File: src/rtl/mul_div_unit.sv
// Iterative MIPS multiply/divide unit that owns HI/LO: shift-add multiply, restoring divide, single-cycle MTHI/MTLO.
// Latency WIDTH+2 edges from Start to Done; Busy high WIDTH+1 cycles; Start while Busy is dropped, Flush cancels.
module mul_div_unit #(
  parameter int WIDTH = 32,
  parameter int CNT_W = 6
) (
  input  logic             clk,
  input  logic             rst_n,
  input  logic             Start,
  input  logic [2:0]       Op,
  input  logic [WIDTH-1:0] In1,
  input  logic [WIDTH-1:0] In2,
  input  logic             Flush,
  output logic             Busy,
  output logic             Done,
  output logic             DivZero,
  output logic [WIDTH-1:0] HI,
  output logic [WIDTH-1:0] LO
);

  localparam logic [2:0] OP_MTHI = 3'd4;
  localparam logic [2:0] OP_MTLO = 3'd5;

  typedef enum logic [1:0] {S_IDLE, S_CALC, S_FIX} state_t;

  state_t             state_q, state_d;
  logic [CNT_W-1:0]   cnt_q, cnt_d;
  logic [2*WIDTH-1:0] acc_q, acc_d;
  logic [WIDTH-1:0]   opnd_q, opnd_d;
  logic [WIDTH-1:0]   hi_q, hi_d, lo_q, lo_d;
  logic               is_div_q, is_div_d;
  logic               neg_q, neg_d;
  logic               rneg_q, rneg_d;
  logic               bzero_q, bzero_d;
  logic               done_q, done_d;
  logic               divzero_q, divzero_d;

  logic               op_arith, op_div, signed_op;
  logic [WIDTH-1:0]   mag1, mag2;
  logic [WIDTH:0]     mul_sum, rem_ext, rem_diff;
  logic               rem_ge;
  logic [WIDTH-1:0]   rem_new, quot, rem;
  logic [2*WIDTH-1:0] step_acc, prod;

  always_comb begin
    op_arith  = ~Op[2];
    op_div    = Op[1];
    signed_op = ~Op[0];
    mag1      = (signed_op && In1[WIDTH-1]) ? -In1 : In1;
    mag2      = (signed_op && In2[WIDTH-1]) ? -In2 : In2;
  end

  // acc holds {partial product, multiplier} or {remainder, dividend/quotient}
  always_comb begin
    mul_sum  = {1'b0, acc_q[2*WIDTH-1:WIDTH]} + (acc_q[0] ? {1'b0, opnd_q} : {(WIDTH+1){1'b0}});
    rem_ext  = {acc_q[2*WIDTH-1:WIDTH], acc_q[WIDTH-1]};
    rem_diff = rem_ext - {1'b0, opnd_q};
    rem_ge   = ~rem_diff[WIDTH];
    rem_new  = rem_ge ? rem_diff[WIDTH-1:0] : rem_ext[WIDTH-1:0];
    step_acc = is_div_q ? {rem_new, acc_q[WIDTH-2:0], rem_ge}
                        : {mul_sum, acc_q[WIDTH-1:1]};
    prod     = neg_q ? -acc_q : acc_q;
    // a zero divisor leaves the dividend magnitude in the remainder, so sign fix-up yields In1
    quot     = bzero_q ? {WIDTH{1'b1}}
                       : (neg_q ? -acc_q[WIDTH-1:0] : acc_q[WIDTH-1:0]);
    rem      = rneg_q ? -acc_q[2*WIDTH-1:WIDTH] : acc_q[2*WIDTH-1:WIDTH];
  end

  always_ff @(posedge clk or negedge rst_n) begin
    if (!rst_n) begin
      state_q <= S_IDLE;
    end else begin
      state_q <= state_d;
    end
  end

  always_comb begin
    state_d = state_q;
    case (state_q)
      S_IDLE:  if (Start && op_arith) state_d = S_CALC;
      S_CALC:  if (Flush) state_d = S_IDLE;
               else if (cnt_q == CNT_W'(1)) state_d = S_FIX;
      S_FIX:   state_d = S_IDLE;
      default: state_d = S_IDLE;
    endcase
  end

  always_comb begin
    Busy    = (state_q != S_IDLE);
    Done    = done_q;
    DivZero = divzero_q;
    HI      = hi_q;
    LO      = lo_q;
  end

  always_comb begin
    cnt_d     = cnt_q;
    acc_d     = acc_q;
    opnd_d    = opnd_q;
    hi_d      = hi_q;
    lo_d      = lo_q;
    is_div_d  = is_div_q;
    neg_d     = neg_q;
    rneg_d    = rneg_q;
    bzero_d   = bzero_q;
    divzero_d = divzero_q;
    done_d    = 1'b0;
    case (state_q)
      S_IDLE: begin
        if (Start) begin
          if (Op == OP_MTHI) begin
            hi_d = In1;
          end else if (Op == OP_MTLO) begin
            lo_d = In1;
          end else if (op_arith) begin
            is_div_d = op_div;
            neg_d    = signed_op & (In1[WIDTH-1] ^ In2[WIDTH-1]);
            rneg_d   = signed_op & In1[WIDTH-1];
            bzero_d  = op_div & (In2 == {WIDTH{1'b0}});
            opnd_d   = op_div ? mag2 : mag1;
            acc_d    = {{WIDTH{1'b0}}, (op_div ? mag1 : mag2)};
            cnt_d    = CNT_W'(WIDTH);
          end
        end
      end
      S_CALC: begin
        if (Flush) begin
          cnt_d = '0;
        end else begin
          acc_d = step_acc;
          cnt_d = cnt_q - CNT_W'(1);
        end
      end
      S_FIX: begin
        cnt_d = '0;
        if (!Flush) begin
          done_d = 1'b1;
          if (is_div_q) begin
            hi_d      = rem;
            lo_d      = quot;
            divzero_d = bzero_q;
          end else begin
            hi_d = prod[2*WIDTH-1:WIDTH];
            lo_d = prod[WIDTH-1:0];
          end
        end
      end
      default: ;
    endcase
  end

  always_ff @(posedge clk or negedge rst_n) begin
    if (!rst_n) begin
      cnt_q     <= '0;
      acc_q     <= '0;
      opnd_q    <= '0;
      hi_q      <= '0;
      lo_q      <= '0;
      is_div_q  <= 1'b0;
      neg_q     <= 1'b0;
      rneg_q    <= 1'b0;
      bzero_q   <= 1'b0;
      done_q    <= 1'b0;
      divzero_q <= 1'b0;
    end else begin
      cnt_q     <= cnt_d;
      acc_q     <= acc_d;
      opnd_q    <= opnd_d;
      hi_q      <= hi_d;
      lo_q      <= lo_d;
      is_div_q  <= is_div_d;
      neg_q     <= neg_d;
      rneg_q    <= rneg_d;
      bzero_q   <= bzero_d;
      done_q    <= done_d;
      divzero_q <= divzero_d;
    end
  end

endmodule

File: config.mk
export PLATFORM = sky130hd
export DESIGN_NAME = mul_div_unit
export DESIGN_NICKNAME = d
export VERILOG_FILES = /design/src/rtl/mul_div_unit.sv
export SDC_FILE = /design/constraint.sdc
export NUM_CORES = 1
export LEC_CHECK = 0
export CAP_MARGIN = 20
export CORE_ASPECT_RATIO = 1.75
export CORE_UTILIZATION = 53
export CTS_CLUSTER_SIZE = 16
export DETAILED_ROUTE_END_ITERATION = 8
export PLACE_DENSITY = 0.74
export SLEW_MARGIN = 5
export SYNTH_ARGS = -nofsm -noshare
export SYNTH_HDL_FRONTEND = slang
export SYNTH_SLANG_ARGS = --single-unit
File: constraint.sdc
create_clock -name clk -period 7.1 [get_ports clk]
set_input_delay 1.065 -clock clk [delete_from_list [all_inputs] [get_ports clk]]
set_output_delay 1.065 -clock clk [all_outputs]
set_load 0.01 [all_outputs]
Word level (Yosys, flattened, before mapping)
Index checks and enable logic that the tools add are counted.

Register bits after elaboration: 174. Bits of input ports: 71. Output and inout bits: 67. Word-level logic and storage cells: 101.

Add/subtract/negate cells: 8. Equal/unequal tests: 15. Mux-type cells: 40. Bitwise gates (word level): 10. Reductions and logical operators: 16.

Operators by type and width (number): two-way mux 32 bit (18); two-way mux 64 bit (7); negation 32 bit (4); case mux 32 bit (2 select lines) (2); case mux 64 bit (2 select lines) (1); negation 64 bit (1); adder 32 x 32 -> 33 bit (1); subtractor 33 x 32 -> 33 bit (1); logical NOT 32 bit (1); two-way mux 6 bit (5); != test 2 bit (second input constant) (9); case mux 6 bit (3 select lines) (1); AND reduction 5 bit (3); == test 3 bit (second input constant) (2); == test 6 x 1 -> 1 bit (second input constant) (1); two-way mux 2 bit (3); inverter 1 bit (6); AND reduction 6 bit (1); nonzero test 2 bit (3); subtractor 6 x 1 -> 6 bit (second input constant) (1); case mux 2 bit (2 select lines) (1); AND reduction 4 bit (1); AND 1 bit (3); logical AND 1 bit (3); other kinds (9) (10).

Longest topological paths before layout
Depth in word-level cells: 9. Depth in mapped cells: 15. Depth with buffers taken out: 13.

Worst setup path after synthesis
OpenSTA, ideal clock, no wires.

Path type: flip-flop to flip-flop. Start: register acc_q[31]. End: register acc_q[45]. Setup time: 0.126 ns. Data arrival time: 3.343 ns. Required time: 6.974 ns. Path slack: 3.631 ns. Cell stages (with the launch flop): 15. Buffers on the path: 3. Cell sequence: dfrtp_1 clkbuf_1 inv_1 ha_1 fa_1 nand2b_1 a21oi_1 o22ai_1 o21ai_0 a32o_1 a21o_1 clkbuf_1 clkbuf_1 o21ai_0 a221o_1.

Longest elaborated chain between the ends: 5.

Ends and longest elaborated chain: from (decl) (line 28) `logic [2*WIDTH-1:0] acc_q, acc_d;`; from (signal assigned) (line 155) `acc_q <= '0;`; from (signal assigned) (line 167) `acc_q <= acc_d;`; subtractor 33 x 32 -> 33 bit (line 57) `rem_diff = rem_ext - {1'b0, opnd_q};`; two-way mux 32 bit (line 59) `rem_new = rem_ge ? rem_diff[WIDTH-1:0] : rem_ext[WIDTH-1:0];`; two-way mux 64 bit (line 60) `step_acc = is_div_q ? {rem_new, acc_q[WIDTH-2:0], rem_ge}`; two-way mux 64 bit (line 127) `if (Flush) begin`; case mux 64 bit (2 select lines) (line 108) `case (state_q)`.

No other way between the ends. The select of a mux whose other input is x is not followed. A chain may end at the register's enable or synchronous reset.

Final worst setup path
Start: register acc_q[31]. End: register acc_q[63].

Same word-level chain as after synthesis.

==> results.sh <==
export IMPL_h_tree_depth=4
export IMPL_synthCells=1987
export IMPL_synthesis_nets=2134
export IMPL_hpwl_um=42800
export IMPL_drt_wirelength_per_cell_um=23.2
export IMPL_fin_nets=2191
export IMPL_track_usage_pct=39.3
export IMPL_synthArstFlopShare_pct=100
export IMPL_r2r_start="acc_q[31]"
export IMPL_n_fill_cell=2590
export IMPL_yosys_warnings=0
export IMPL_holdWs_ps=480
export IMPL_synth_seq_cells=174
export IMPL_ys_top_cells_by_count="o21ai_0, nand2_1, nor2_1"
export IMPL_min_to="LO[24]"
export IMPL_top_layer="met4"
export IMPL_syn_avg_cell_area_um2=7.68
export IMPL_status="completed"
export IMPL_placed_area_um2=16800
export IMPL_end_kind="register"
export IMPL_antenna_found_initial=0
export IMPL_drt_iter0_drc=1173
export IMPL_initial_core_util_pct=54.3
export IMPL_cts_reportedPaths_clkPinSlew_ps=80
export IMPL_reg2reg_to="acc_q[63]"
export IMPL_num_antenna_cells=0
export IMPL_ff2ff_setup_slack_ps=2690
export IMPL_grt_ovfl_total=0
export IMPL_met1_length_um=20000
export IMPL_die_h_um=226
export IMPL_post_route_period_util_pct=62.1
export IMPL_ir_drop_v=0.000265
export IMPL_multiInputGateArea_um2=10200
export IMPL_post_cts_resized=0
export IMPL_finalSetupViolations=0
export IMPL_grt_pass1_vias=15300
export IMPL_synth_main_ff_cell="dfrtp_1"
export IMPL_drv_slew=0
export IMPL_cts_tree="built"
export IMPL_drt_first_pass_iters=6
export IMPL_ys_types=75
export IMPL_min_path_cells=2
export IMPL_drive_above_1_share_pct=5.79
export IMPL_crit_type="register to register"
export IMPL_worstMarginPinSlew_ps=1060
export IMPL_synth_top_cell_by_area="dfrtp_1"
export IMPL_drc_errors=0
export IMPL_cts_sinks=174
export IMPL_design_die_area_um2=29500
export IMPL_yosysMostFrequentCell="o21ai_0"
export IMPL_portBuffers=137
export IMPL_reg2reg_depth=14
export IMPL_hold_path_class="register to register"
export IMPL_power_density_nw_per_um2=524
export IMPL_grt_max_degree=92
export IMPL_max_freq_ghz=0.227
export IMPL_utilization_pct=62.2
export IMPL_coreArea_um2=28100
export IMPL_fin_tns_setup_ps=0
export IMPL_die_w_um=130
export IMPL_numCtsBuffers=17
export IMPL_grt_pass1_wl_um=86300
export IMPL_drt_total_wl_um=56400
export IMPL_ios=138
export IMPL_gp_congestion=0.982
export IMPL_final_area_um2=17500
export IMPL_final_hold_viol_count=0
export IMPL_fin_crit_ps=4410
export IMPL_synth_edff_count=0
export IMPL_vias_per_cell=6.49
export IMPL_netlist_area_um2=15300
export IMPL_cap_violations=0
export IMPL_ys_top_cells_by_area="dfrtp_1, o21ai_0, ha_1"
export IMPL_start_kind="register"
export IMPL_vias=15800
export IMPL_dr_wl_met3_um=3670
export IMPL_relSlewSlack_pct=29.2
export IMPL_leakage_nw=7.37
export IMPL_ctsLongestPathBuffers=2
export IMPL_rsz0062_at_grt="false"
export IMPL_post_cts_buffers=0
export IMPL_arrival_ps=4800
export IMPL_ys_seq_area_share_pct=28.5
export IMPL_cts_hold_buf=0
export IMPL_insertion_delay_ps=460
export IMPL_clock_root_buffer="clkbuf_16"
export IMPL_dr_wl_met2_um=27700
export IMPL_ant_nets=0
export IMPL_synth_top_area_share_pct=28.5
export IMPL_finalClockSkew_ps=10.6
export IMPL_worstHoldStart="LO[24]"
export IMPL_required_ps=7480
export IMPL_syn_to_final_growth_pct=14.4
export IMPL_crit_fanout=12
export IMPL_ff_latch_area_um2=4360
export IMPL_placement_rows=81
cell families (layout without fill, tap and decap cells):
group	Yosys count	count (layout)	synth area share, %
xor gates and xnor gates	163	163	9.41
buffers and inverters	195	265	4.82
AOI/OAI and AO/OA	683	683	27.5
muxes	55	55	3.87
and+or+nand+nor	641	641	19.5
DFF	174	174	28.5
adders and majority gates	76	76	6.33
metal layers:
metal	vias up	GRT usage, %
met4	0	33.1
met1	7476	42.5
li1	7298	-
met2	753	66.6
met5	-	0
met3	251	5.76
power breakdown:
part / leakage (nW) / switching, mW / internal [mW] / total (mW)
registers: 2.21 / 0.685 / 1.44 / 2.13
clock network: 0.292 / 0.452 / 0.560 / 1.01
logic: 4.87 / 3.59 / 2.42 / 6.01
critical path, stage by stage (launching register included):
cell and delay [ps]:
dfrtp_1 330, buf_4 200, inv_1 70, ha_1 230
fa_1 380, nand2b_1 200, a21oi_1 260, o22ai_1 220
o21ai_0 680, nand4_1 230, a21oi_1 470, buf_4 310
nor3_1 60, or4_1 490, a22oi_1 190
stage by stage:
stage	setup slack, ps	power (mW)	cells
2_1_floorplan	3630	5.96	1987
3_3_place_gp	2820	7.86	2394
3_5_place_dp	2720	7.98	2395
4_1_cts	2690	9.00	2427
5_1_grt	2440	9.77	2430
6_report	2690	9.15	2430
final cells by class:
cell class / count / share of cell area, %
sequential: 174 / 25.0
tap: 373 / 2.67
clock inverter: 14 / 1.03
multi-input combinational: 1618 / 58.4
timing repair buffer: 159 / 8.89
clock buffer: 18 / 2.46
inverter: 74 / 1.59
how the worst max path moves through the flow:
| stage | startpoint | endpoint | slack, ps | cells past startpoint |
|---|---|---|---|---|
| floorplan | acc_q[31] | acc_q[45] | 3630 | 14 |
| global route | acc_q[31] | acc_q[63] | 2440 | 14 |
| detailed placement | acc_q[0] | HI[26] | 2720 | 10 |
| global placement | In1[4] | acc_q[30] | 2820 | 9 |
| finish | acc_q[31] | acc_q[63] | 2690 | 14 |
| CTS | acc_q[0] | HI[26] | 2690 | 10 |
layout by cell type (no fill, tap or decap), drive strengths merged, types with 7 or more instances in the layout:
cell | Yosys | final
or3 | 17 | 17
nor3b | 9 | 9
nor2 | 186 | 186
a21o | 37 | 37
o211ai | 15 | 15
o41ai | 15 | 15
nor2b | 14 | 14
o21a | 12 | 12
xor2 | 70 | 70
nor3 | 55 | 55
nand2b | 24 | 24
o21ai | 231 | 231
clkdlybuf4s50 | 0 | 135
a221o | 10 | 10
nand2 | 224 | 224
and3 | 7 | 7
xnor2 | 93 | 93
ha | 74 | 74
mux2i | 23 | 23
o31ai | 22 | 22
and2 | 8 | 8
a21oi | 171 | 171
or4 | 15 | 15
nand3 | 21 | 21
nor4 | 16 | 16
dfrtp | 174 | 174
o22ai | 35 | 35
mux2 | 32 | 32
a22oi | 19 | 19
inv | 73 | 78
a211oi | 48 | 48
nand4 | 23 | 23
clkbuf | 109 | 18
or2 | 8 | 8
a31oi | 15 | 15
buf | 12 | 24
registers in the layout (all words and copies together) (netlist names):
register  flops
HI           32
cnt_q         6
acc_q        64
DivZero       1
LO           32
bzero_q       1
is_div_q      1
opnd_q       32
neg_q         1
state_q       2
rneg_q        1
Done          1
No activity file was read; power rests on OpenSTA's default activity.
==> patch 1 (config.mk and constraints unchanged) <==
`CNT_W`: 6 -> 3.
--- a/src/rtl/mul_div_unit.sv
+++ b/src/rtl/mul_div_unit.sv
@@ -2,7 +2,7 @@
 // Latency WIDTH+2 edges from Start to Done; Busy high WIDTH+1 cycles; Start while Busy is dropped, Flush cancels.
 module mul_div_unit #(
   parameter int WIDTH = 32,
-  parameter int CNT_W = 6
+  parameter int CNT_W = 3
 ) (
   input  logic             clk,
   input  logic             rst_n,
Function: same outputs for any inputs over 4 cycles, from zero or initial values and one cycle with rst_n low; that may be too few to reach the edited logic, so the function may still have changed.
==> patch 1 against the original RTL <==
Area after synthesis down 1.4%. Sequential cell count down 3. Worst hold slack about the same. Final area fell by 1.4%. Die area shrank 1.3%. Critical path type unchanged. Largest power group unchanged. Wire length increased by 8.6%. Worst setup slack lost 0.028 ns. Total power fell by 16%. Maximum frequency fell by 0.64%. Count of clock-buffer cells in the layout unchanged. First-iteration DRC count rose by 17%. Clock power shrank 5%.
==> patch 1: results (changes against the original RTL) <==
[global_route]
grt_first_pass_wirelength_microns = 92450  ; was 86270 microns
grt_max_degree = 96  ; was 92
use_met2_pct = 71.38  ; was 66.64%
antenna_found_initial = 1  ; was 0
met3_usage_pct = 9.046  ; was 5.757%
grt_usage_pct = 43.51  ; was 39.30%
grtUsageMet1_pct = 45.73  ; was 42.49%
first_global_vias = 15560  ; was 15270

[outcome]
status = completed  ; unchanged

[worst_setup_path]
cp_slowest_stage_delay_ns = 0.58  ; was 0.68 ns
worstPathMaxFanout = 22  ; was 12
crit_path_top_delay_cell = a2111oi_0  ; was o21ai_0

[synthesis]
synth-seq-area-share_pct = 28.44  ; was 28.54%
synthesis.nets = 2131  ; was 2134
synthTopCellsByCount = a21oi_1 (210), nor2_1 (208), nand2_1 (207)  ; was o21ai_0 (225), nand2_1 (224), nor2_1 (186)
ys_types = 74  ; was 75
ys_warn_count = 0  ; unchanged
syn_area_per_cell_sq_um = 7.569  ; was 7.677 sq um
synth_area_leaders = dfrtp_1 (28%), a21oi_1 (7.0%), xnor2_1 (6.4%), ha_1 (5.8%), nor2_1 (5.2%)  ; was dfrtp_1 (29%), o21ai_0 (7.4%), ha_1 (6.1%), a21oi_1 (5.6%), nand2_1 (5.5%)

[clock_network]
insertion_delay_ns = 0.47
cts_resized = 0  ; unchanged

[detailed_routing]
wirelength_microns = 61200  ; was 56360 microns
via_per_inst = 6.520  ; was 6.493
wl_met2_microns = 29330  ; was 27750 microns
top_layer = met5  ; was met4
drtIter0Drc = 1372  ; was 1173
wl_met1_microns = 20970  ; was 20010 microns
post_drt_wl_per_cell_microns = 25.22  ; was 23.19 microns
wl_met3_microns = 4300  ; was 3672 microns

[timing]
worst_pin_slew_ns = 1.258  ; was 1.061 ns
fin_skew_ns = 0.01226  ; was 0.01061 ns

[power]
p_leak_nw = 7.369  ; was 7.372 nW
irDropWorstVdd_v = 0.0004579  ; was 0.0002651 V

[placement]
dp_hpwl_microns = 45950  ; was 42810 microns
dp.cells = 2393  ; was 2395
gp_congestion = 1.004  ; was 0.9824

[final_layout]
nets = 2184  ; was 2191
n_fill_cell = 2596  ; was 2590
n_antenna_cell = 0  ; unchanged
drive_above_1_share_pct = 4.236  ; was 5.785%

==> patch 1: cells by family (layout without fill, tap and decap cells) <==
| family | Yosys count | count (layout) | share of synthesized area (%) |
|---|---|---|---|
| buf+inv | 190 | 256 | 4.823 |
| simple gates | 652 | 652 | 20.01 |
| mux | 66 | 66 | 4.432 |
| fa+ha+maj | 72 | 72 | 6.087 |
| flops | 171 | 171 | 28.44 |
| xor+xnor | 174 | 174 | 10.13 |
| compound gates | 663 | 663 | 26.09 |
==> patch 1: final timing paths <==
check,slack (ns),endpoint,from,depth (start not counted)
min in group asynchronous,0.54,acc_q[63],rst_n,1
min,0.48,opnd_q[6],opnd_q[6],2
max reg2reg,2.66,acc_q[60],acc_q[0],14
min reg2reg,0.48,opnd_q[6],opnd_q[6],2
max in group asynchronous,5.31,LO[6],rst_n,2
max,2.66,acc_q[60],acc_q[0],14
==> patch 1: where the power goes <==
group | switching (mW) | internal [mW]
combinational | 2.81 | 1.86
clock | 0.483 | 0.479
sequential | 0.637 | 1.37
total | 3.93 | 3.72
==> patch 1: stage by stage <==
stage	area, sq um	util, %	setup WS (ns)
final	17220	61.55	2.661
after global placement	16580	59.28	2.608
after CTS	17170	61.38	2.874
after global routing	17220	61.55	2.416
after floorplan	15050	-	3.627
after detailed placement	16580	59.28	2.532
==> patch 1: layout make-up <==
cell class / count / area [sq um] / area share [%]
flip-flops and latches: 171 / 4280 / 24.86
well taps: 373 / 466.7 / 2.711
multi-input cells: 1627 / 10070 / 58.49
clock inverters: 14 / 146.4 / 0.8503
repair buffers: 160 / 1573 / 9.136
inverters: 64 / 240.2 / 1.395
clock buffers: 18 / 439.2 / 2.551
==> patch 2 (same flow settings) <==
Without the edit above. Make the reset (`rst_n`) synchronous in 2 clocked blocks.
--- a/src/rtl/mul_div_unit.sv
+++ b/src/rtl/mul_div_unit.sv
@@ -66,7 +66,7 @@
     rem      = rneg_q ? -acc_q[2*WIDTH-1:WIDTH] : acc_q[2*WIDTH-1:WIDTH];
   end
 
-  always_ff @(posedge clk or negedge rst_n) begin
+  always_ff @(posedge clk) begin
     if (!rst_n) begin
       state_q <= S_IDLE;
     end else begin
@@ -149,7 +149,7 @@
     endcase
   end
 
-  always_ff @(posedge clk or negedge rst_n) begin
+  always_ff @(posedge clk) begin
     if (!rst_n) begin
       cnt_q     <= '0;
       acc_q     <= '0;
Formal check against the unedited RTL: differs if rst_n is asserted again (counterexample within 4 cycles, from zero or initial values and one cycle with rst_n low); with rst_n held inactive, the same outputs for 4 cycles.
==> patch 2 against the original RTL <==
Worst setup slack lost 0.11 ns. Area after synthesis shrank 1.5%. Final area shrank 1.7%. Die area shrank 1.5%. Highest routed layer unchanged. Sequential cell count is the same. Wire length grew 13%. Via count grew 4.8%.
Power is not compared: it rests on default switching activity, and its combinational part moved more than twofold at a synthesized area within 25%.
==> patch 2: results (changes against the original RTL) <==
[synthesis]
ys_warn_count = 0  ; unchanged
synthTopCellsByCount = nor2_1 (284), a21oi_1 (213), nand2_1 (201)  ; was o21ai_0 (225), nand2_1 (224), nor2_1 (186)
synth-seq-area-share_pct = 23.18  ; was 28.54%
synth_area_leaders = dfxtp_1 (23%), a21oi_1 (7.1%), nor2_1 (7.1%), xnor2_1 (6.6%), ha_1 (6.2%)  ; was dfrtp_1 (29%), o21ai_0 (7.4%), ha_1 (6.1%), a21oi_1 (5.6%), nand2_1 (5.5%)
synth_top_area_share_pct = 23.18  ; was 28.54%
synthFlopType = dfxtp_1  ; was dfrtp_1
synthesis.nets = 2234  ; was 2134
ys_types = 78  ; was 75
async_reset_ff_share_pct = 0  ; was 100.0%

[global_route]
antenna_found_initial = 1  ; was 0
grt-ovfl-total = 0  ; unchanged
grt_first_pass_wirelength_microns = 93740  ; was 86270 microns
grt_usage_pct = 44.06  ; was 39.30%
grt_max_degree = 77  ; was 92
first_global_vias = 15870  ; was 15270

[detailed_routing]
via_per_inst = 6.545  ; was 6.493
dr.pass1.iters = 8  ; was 6
drtIter0Drc = 1411  ; was 1173
post_drt_wl_per_cell_microns = 25.14  ; was 23.19 microns

[placement]
io_buffers = 137  ; unchanged
dp_hpwl_microns = 48740  ; was 42810 microns
gp_congestion = 1.065  ; was 0.9824
place_ws_ns = 2.702  ; was 2.725 ns
placed_cell_area_sq_um = 16570  ; was 16810 sq um

[worst_setup_path]
worstPathMaxFanout = 41  ; was 12
cp_slowest_stage_delay_ns = 0.54  ; was 0.68 ns
crit_path_top_delay_cell = o31ai_1  ; was o21ai_0
worstSetupStartpoint = acc_q[31]  ; unchanged
arrival_ns = 4.85  ; was 4.80 ns
crit_family = compound AO/OA/AOI/OAI gates  ; unchanged

[clock_network]
h-tree-depth = 4  ; unchanged
insertion_delay_ns = 0.47
clockBufferDepth = 2  ; unchanged
post-cts-setup-buffers = 0  ; unchanged
root_buffer = clkbuf_16  ; unchanged
cts_buffers = 17  ; unchanged
cts_resized = 0  ; unchanged
clk_pin_slew_worst_paths_ns = 0.08  ; about the same

[final_layout]
drive_above_1_share_pct = 5.344  ; was 5.785%
top_register = acc_q  ; unchanged
nets = 2286  ; was 2191
largest_reg_flops = 64  ; unchanged
n_fill_cell = 2641  ; was 2590

[timing]
fin_skew_ns = 0.01308  ; was 0.01061 ns
drv_slew = 0  ; unchanged
slew_headroom_pct = 26.57  ; was 29.17%

[hold_path]
hold_path_startpoint = HI[9]  ; was LO[24]
hold_class = flop to flop  ; unchanged

[power]
irDropWorstVdd_v = 0.0001896
p_leak_nw = 6.479
internal_power_mw = 1.991

[outcome]
status = completed  ; unchanged

==> patch 2: metrics by stage <==
stage | util (%) | cells
after CTS | 61.58 | 2525
final | 61.59 | 2526
after global routing | 61.58 | 2525
after detailed placement | 59.45 | 2493
after floorplan | - | 2087
after global placement | 59.45 | 2493
==> patch 2: power by group through the flow <==
stage	clock (mW)	combinational, mW	sequential (mW)
finish	0.987	1.17	1.20
global placement	0	1.12	1.21
CTS	0.986	1.14	1.19
global route	1.02	1.25	1.20
detailed placement	0	1.13	1.21
floorplan	0	0.780	1.15
==> patch 2: metal layers <==
layer | wire (microns) | track usage [%] | vias to the layer above | share of wire, %
met5 | 0 | 0 | - | 0
met1 | 20630 | 42.20 | 7729 | 32
met3 | 4679 | 10.09 | 326 | 7.4
met2 | 30920 | 75.23 | 844 | 49
met4 | 7268 | 44.25 | 0 | 11
li1 | - | - | 7634 | -
==> patch 2: logic make-up (layout without fill, tap and decap cells) <==
logic type / Yosys count / after routing / synth area share, %
other cells: 0 / 1 / 0
flops: 174 / 174 / 23.18
xor+xnor: 176 / 176 / 10.31
compound gates: 672 / 672 / 28.32
simple gates: 715 / 715 / 21.64
mux: 70 / 70 / 4.871
fa+ha+maj: 76 / 76 / 6.428
buf+inv: 204 / 269 / 5.254
==> patch 2: area by class of cell <==
cell class              instances  area [sq um]  share of cell area [%]
multi-input cells            1709         10780                   62.77
flip-flops and latches        174          3487                   20.31
repair buffers                163          1562                   9.097
inverters                      74         279.0                   1.625
clock buffers                  18         450.4                   2.624
diodes                          1         2.502                 0.01458
clock inverters                14         142.6                  0.8310
well taps                     373         466.7                   2.719
==> patch 2: final timing paths <==
path,endpoint,slack [ns],cells after the start
min reg2reg,HI[9],0.45,1
max reg2reg,acc_q[37],2.58,14
min,HI[9],0.45,1
max,acc_q[37],2.58,14
